### config.mk
export PLATFORM = sky130hd
export DESIGN_NAME = dfp128_unpack_seq
export DESIGN_NICKNAME = d
export VERILOG_FILES = /design/src/rtl/dfp128_unpack_seq.sv
export SDC_FILE = /design/constraint.sdc
export NUM_CORES = 1
export LEC_CHECK = 0
export CAP_MARGIN = 20
export CORE_UTILIZATION = 50
export DETAILED_ROUTE_END_ITERATION = 16
export GPL_TIMING_DRIVEN = 0
export PLACE_DENSITY = 0.89
export SYNTH_ARGS = -nofsm -noshare
export SYNTH_HDL_FRONTEND = slang
export SYNTH_SLANG_ARGS = --single-unit
### constraint.sdc
create_clock -name clk -period 2.35 [get_ports clk]
set_input_delay 0.47 -clock clk [delete_from_list [all_inputs] [get_ports clk]]
set_output_delay 0.47 -clock clk [all_outputs]
set_load 0.01 [all_outputs]
### src/rtl/dfp128_unpack_seq.sv
// Sequential decimal128 (DPD) unpacker: comb-field decode on accept, then DPC declets per cycle.
module dfp128_unpack_seq #(
  parameter int unsigned DPC = 1
) (
  input  logic         clk,
  input  logic         rst_n,
  input  logic         ce,
  input  logic         i_valid,
  output logic         i_ready,
  input  logic [127:0] i,
  output logic         o_valid,
  input  logic         o_ready,
  output logic         o_nan,
  output logic         o_qnan,
  output logic         o_snan,
  output logic         o_infinity,
  output logic         o_sign,
  output logic [13:0]  o_exp,
  output logic [135:0] o_sig
);

  localparam int unsigned NDEC  = 11;
  localparam int unsigned CNT_W = 5;
  localparam int unsigned EXP_W = 14;
  localparam int unsigned SIG_W = 136;
  localparam int unsigned DEC_W = 110;

  typedef enum logic [1:0] {
    IDLE   = 2'd0,
    DECODE = 2'd1,
    DONE   = 2'd2
  } state_t;

  state_t             state, state_nxt;
  logic [CNT_W-1:0]   cnt, cnt_nxt;
  logic [DEC_W-1:0]   word, word_nxt;
  logic               o_valid_nxt;
  logic               o_nan_nxt, o_qnan_nxt, o_snan_nxt, o_infinity_nxt, o_sign_nxt;
  logic [EXP_W-1:0]   o_exp_nxt;
  logic [SIG_W-1:0]   o_sig_nxt;

  logic [4:0]         g;
  logic [11:0]        cont;

  assign g       = i[126:122];
  assign cont    = i[121:110];
  assign i_ready = (state == IDLE);

  // One DPD declet (p q r s t u v w x y, p = bit 9) to three BCD digits; non-canonical codes decode to 8/9.
  function automatic logic [11:0] dpd_dec(input logic [9:0] d);
    logic p, q, r, s, t, u, v, w, x, y;
    logic [11:0] res;
    {p, q, r, s, t, u, v, w, x, y} = d;
    res = '0;
    casez ({v, w, x, s, t})
      5'b0????: res = {1'b0, p, q, r, 1'b0, s, t, u, 1'b0, w, x, y};
      5'b100??: res = {1'b0, p, q, r, 1'b0, s, t, u, 3'b100, y};
      5'b101??: res = {1'b0, p, q, r, 3'b100, u, 1'b0, s, t, y};
      5'b110??: res = {3'b100, r, 1'b0, s, t, u, 1'b0, p, q, y};
      5'b11100: res = {3'b100, r, 3'b100, u, 1'b0, p, q, y};
      5'b11101: res = {3'b100, r, 1'b0, p, q, u, 3'b100, y};
      5'b11110: res = {1'b0, p, q, r, 3'b100, u, 3'b100, y};
      default:  res = {3'b100, r, 3'b100, u, 3'b100, y};
    endcase
    return res;
  endfunction

  // Next-state and next-output logic; everything holds unless ce is high.
  always_comb begin
    state_nxt      = state;
    cnt_nxt        = cnt;
    word_nxt       = word;
    o_valid_nxt    = o_valid;
    o_nan_nxt      = o_nan;
    o_qnan_nxt     = o_qnan;
    o_snan_nxt     = o_snan;
    o_infinity_nxt = o_infinity;
    o_sign_nxt     = o_sign;
    o_exp_nxt      = o_exp;
    o_sig_nxt      = o_sig;
    if (ce) begin
      case (state)
        IDLE: begin
          if (i_valid) begin
            state_nxt      = DECODE;
            cnt_nxt        = '0;
            word_nxt       = i[109:0];
            o_sign_nxt     = i[127];
            o_nan_nxt      = 1'b0;
            o_qnan_nxt     = 1'b0;
            o_snan_nxt     = 1'b0;
            o_infinity_nxt = 1'b0;
            o_sig_nxt      = '0;
            if (g[4:3] != 2'b11) begin
              o_exp_nxt           = {g[4:3], cont};
              o_sig_nxt[135:132]  = {1'b0, g[2:0]};
            end else if (g[2:1] != 2'b11) begin
              o_exp_nxt           = {g[2:1], cont};
              o_sig_nxt[135:132]  = {3'b100, g[0]};
            end else if (!g[0]) begin
              o_exp_nxt      = 14'h3FFF;
              o_infinity_nxt = 1'b1;
            end else begin
              o_exp_nxt  = 14'h3FFF;
              o_nan_nxt  = 1'b1;
              o_snan_nxt = i[121];
              o_qnan_nxt = ~i[121];
            end
          end
        end
        DECODE: begin
          for (int unsigned k = 0; k < NDEC; k++) begin
            if (!o_infinity && (k >= 32'(cnt)) && (k < 32'(cnt) + DPC))
              o_sig_nxt[12*k +: 12] = dpd_dec(word[10*k +: 10]);
          end
          cnt_nxt = cnt + CNT_W'(DPC);
          if (32'(cnt) + DPC >= NDEC) begin
            state_nxt   = DONE;
            o_valid_nxt = 1'b1;
          end
        end
        DONE: begin
          if (o_ready) begin
            state_nxt   = IDLE;
            o_valid_nxt = 1'b0;
          end
        end
        default: state_nxt = IDLE;
      endcase
    end
  end

  // State and output registers with synchronous active-low reset.
  always_ff @(posedge clk) begin
    if (!rst_n) begin
      state      <= IDLE;
      cnt        <= '0;
      word       <= '0;
      o_valid    <= 1'b0;
      o_nan      <= 1'b0;
      o_qnan     <= 1'b0;
      o_snan     <= 1'b0;
      o_infinity <= 1'b0;
      o_sign     <= 1'b0;
      o_exp      <= '0;
      o_sig      <= '0;
    end else begin
      state      <= state_nxt;
      cnt        <= cnt_nxt;
      word       <= word_nxt;
      o_valid    <= o_valid_nxt;
      o_nan      <= o_nan_nxt;
      o_qnan     <= o_qnan_nxt;
      o_snan     <= o_snan_nxt;
      o_infinity <= o_infinity_nxt;
      o_sign     <= o_sign_nxt;
      o_exp      <= o_exp_nxt;
      o_sig      <= o_sig_nxt;
    end
  end

endmodule

==> results of run 1 <==
area by class of cell:
type	instances	area, um2	share of cell area [%]
Clock buffer	38	790	4.89
Timing Repair Buffer	290	2900	17.9
Inverter	17	63.8	0.395
Sequential cell	273	5470	33.8
Multi-Input combinational cell	1050	5750	35.6
Tap cell	313	392	2.42
Clock inverter	14	226	1.40
Buffer	123	567	3.51
path summary, 6_finish.rpt:
path         slack, ns  startpoint         to  cells past startpoint
max                0.1    state[0]  o_sig[77]                      6
min               0.45   o_exp[12]  o_exp[12]                      2
max reg2reg        0.1    state[0]  o_sig[77]                      6
min reg2reg       0.45   o_exp[12]  o_exp[12]                      2
logic make-up after synthesis:
| family | share of synthesized area [%] |
|---|---|
| simple gates | 22.4 |
| compound gates | 21.8 |
| flops | 46.5 |
| buf+inv | 5.13 |
| mux | 3.64 |
| fa+ha+maj | 0.532 |
| xor+xnor | 0.0745 |
registers in the layout, indices dropped and copies added (netlist names):
signal      cells
o_exp          14
o_sig         136
o_snan          1
state           2
word          110
o_sign          1
o_infinity      1
o_nan           1
cnt             5
o_valid         1
o_qnan          1
per-layer routing:
metal / vias up / track usage (%)
met5: - / 0
met4: 0 / 11.9
met3: 89 / 5.46
met2: 467 / 52.4
met1: 5675 / 37.0
li1: 5720 / -
per-stage QoR:
stage	cell area, um2	setup slack [ns]
6_report	16200	0.0996
5_1_grt	16200	-0.115
4_1_cts	16100	0.00584
3_5_place_dp	15000	-0.912
3_3_place_gp	15000	-0.924
2_1_floorplan	11800	0.266
worst reg2reg max path, cell delays in order (launching register included):
cell and delay (ns):
dfxtp_1 0.44, nor2b_1 0.15, buf_2 0.24, nand3_1 0.37, nor4b_2 0.62, buf_6 0.22
a22o_1 0.14
cells in the final DEF (no fill, tap or decap), types with 8 or more instances in the layout:
| cell | instances |
|---|---|
| nand2_1 | 377 |
| inv_1 | 17 |
| o211ai_1 | 24 |
| and3_1 | 9 |
| and2_1 | 9 |
| nand4_1 | 10 |
| a31oi_1 | 11 |
| o2bb2ai_1 | 23 |
| nor2_1 | 75 |
| clkbuf_1 | 86 |
| clkdlybuf4s50_1 | 289 |
| a22o_1 | 30 |
| a32o_1 | 8 |
| clkbuf_16 | 29 |
| nand3_1 | 58 |
| nand2b_1 | 11 |
| nor2b_1 | 8 |
| o22ai_1 | 21 |
| a21boi_0 | 11 |
| buf_2 | 24 |
| dfxtp_1 | 271 |
| o21ai_0 | 73 |
| a21oi_1 | 149 |
| mux2i_1 | 39 |
report_power, final:
part	total, mW	leakage, nW	internal (mW)	switching (mW)
combinational	1.19	2.90	0.507	0.688
clock	4.85	0.499	3.01	1.84
sequential	4.87	2.22	4.77	0.0963
repair_timing:
item                                   in CTS  in global routing
resized for setup                           7                 32
buffers inserted                            1                  0
pin swaps                                   0                  1
setup endpoints to repair                 121                157
endpoints found under the hold margin       0                  0
==> flow_metrics.env, run 1 <==
export IMPL_status="completed"
export IMPL_clk_latency_ns=0.54
export IMPL_nets=1921
export IMPL_critical_path_slowest_cell="nor4b_2"
export IMPL_setup_viol=0
export IMPL_crit_family="simple AND/OR/NAND/NOR gates"
export IMPL_required_ns=2.82
export IMPL_fmax_ghz=0.444
export IMPL_num_antenna_cells=0
export IMPL_met2_length_um=17800
export IMPL_synth_most_common_cell="nand2_1"
export IMPL_ys_seq_area_share_pct=46.5
export IMPL_skew_ns=0.0150
export IMPL_numCtsBuffers=28
export IMPL_vias=12000
export IMPL_overflow=0
export IMPL_highest_layer="met4"
export IMPL_grt_util_all_layers_pct=30.1
export IMPL_async_flop_share_pct=0
export IMPL_startpoint_type="register"
export IMPL_grt_pass1_wl_um=58700
export IMPL_fin_crit_sh_pct=95.8
export IMPL_synth_edf_count=0
export IMPL_cts_hold_buf=0
export IMPL_rsz0062_at_grt="yes"
export IMPL_dp_cells=2065
export IMPL_crit_chain="nor2b_1 > buf_2 > nand3_1 > nor4b_2 > buf_6 > a22o_1"
export IMPL_synth_top_cell_area_share_pct=46.5
export IMPL_rows=55
export IMPL_start_util_pct=51.4
export IMPL_maxSlewViolCount=0
export IMPL_critPathMaxStageDelay_ns=0.62
export IMPL_worstMarginPinSlew_ns=0.698
export IMPL_slew_headroom_pct=53.5
export IMPL_drcViolationCount=0
export IMPL_drt_met1_wl_um=15200
export IMPL_antenna_found_initial=0
export IMPL_synth_ff_type="dfxtp_1"
export IMPL_final_util_pct=70.7
export IMPL_cts_sinks=273
export IMPL_finalHoldViolCount=0
export IMPL_route_met3_wl_um=2620
export IMPL_drt_wl_total_um=37000
export IMPL_powerDensity_nw_per_um2=675
export IMPL_cts_root_buf="clkbuf_16"
export IMPL_synth_commonest_cells="nand2_1 (377), dfxtp_1 (273), a21oi_1 (151)"
export IMPL_synthTopCellsByArea="dfxtp_1 (47%), nand2_1 (12%), a21oi_1 (6.4%)"
export IMPL_grt_max_degree=15
export IMPL_crit_buf_inv=2
export IMPL_drive_gt1_share_pct=6.93
export IMPL_dieHeight_um=155
export IMPL_area_growth_pct=37.5
export IMPL_postRouteAntennaNets=0
export IMPL_synth_nets=1601
export IMPL_p_total_mw=10.9
export IMPL_p_leak_nw=5.62
export IMPL_cts_tree="yes"
export IMPL_gp_congestion=0.940
export IMPL_hp_class="register to register"
export IMPL_dp_hpwl_um=27100
export IMPL_setup_tns_ns=0
export IMPL_postSynthAreaPerCell_um2=8.03
export IMPL_h_tree_depth=1
export IMPL_ir_drop_mv=0.515
export IMPL_vias_per_cell=5.64
export IMPL_fp_dieArea_um2=24100
export IMPL_synth_cell_types=74
export IMPL_cap_violations=0
export IMPL_placement_io_buffers=289
export IMPL_period_minus_slack_ns=2.25
export IMPL_crit_fanout=10
export IMPL_end_kind="register"
export IMPL_nFillCells=1797
export IMPL_worstSetupPathType="register to register"
export IMPL_synth_top_cell_by_area="dfxtp_1"
export IMPL_routedWlPerCell_um=17.5
export IMPL_drt_iter0_drc=825
export IMPL_core_area_um2=22800
export IMPL_die_w_um=155
export IMPL_instances_no_fill=2118
export IMPL_holdWs_ns=0.452
export IMPL_ys_ff_latch=273
export IMPL_arrival_ns=2.72
export IMPL_syn_inst=1463
export IMPL_ys_warn_count=0
export IMPL_ios=290
export IMPL_grt_pass1_vias=11600
export IMPL_clk_path_buf_depth=3
export IMPL_synth_cell_area_um2=11800
export IMPL_path_clk_slew_ns=0.06
export IMPL_firstDrtPassIters=5
(Power assumes the default switching activity.)
==> run 2: changes to the inputs <==
--- a/config.mk
+++ b/config.mk
@@ -9,6 +9,7 @@
 export CORE_UTILIZATION = 50
 export DETAILED_ROUTE_END_ITERATION = 16
 export GPL_TIMING_DRIVEN = 0
+export HOLD_SLACK_MARGIN = 0.06
 export PLACE_DENSITY = 0.89
 export SYNTH_ARGS = -nofsm -noshare
 export SYNTH_HDL_FRONTEND = slang
==> results of run 2 <==
Final layout, timing and power as in run 1 (identical DEF).
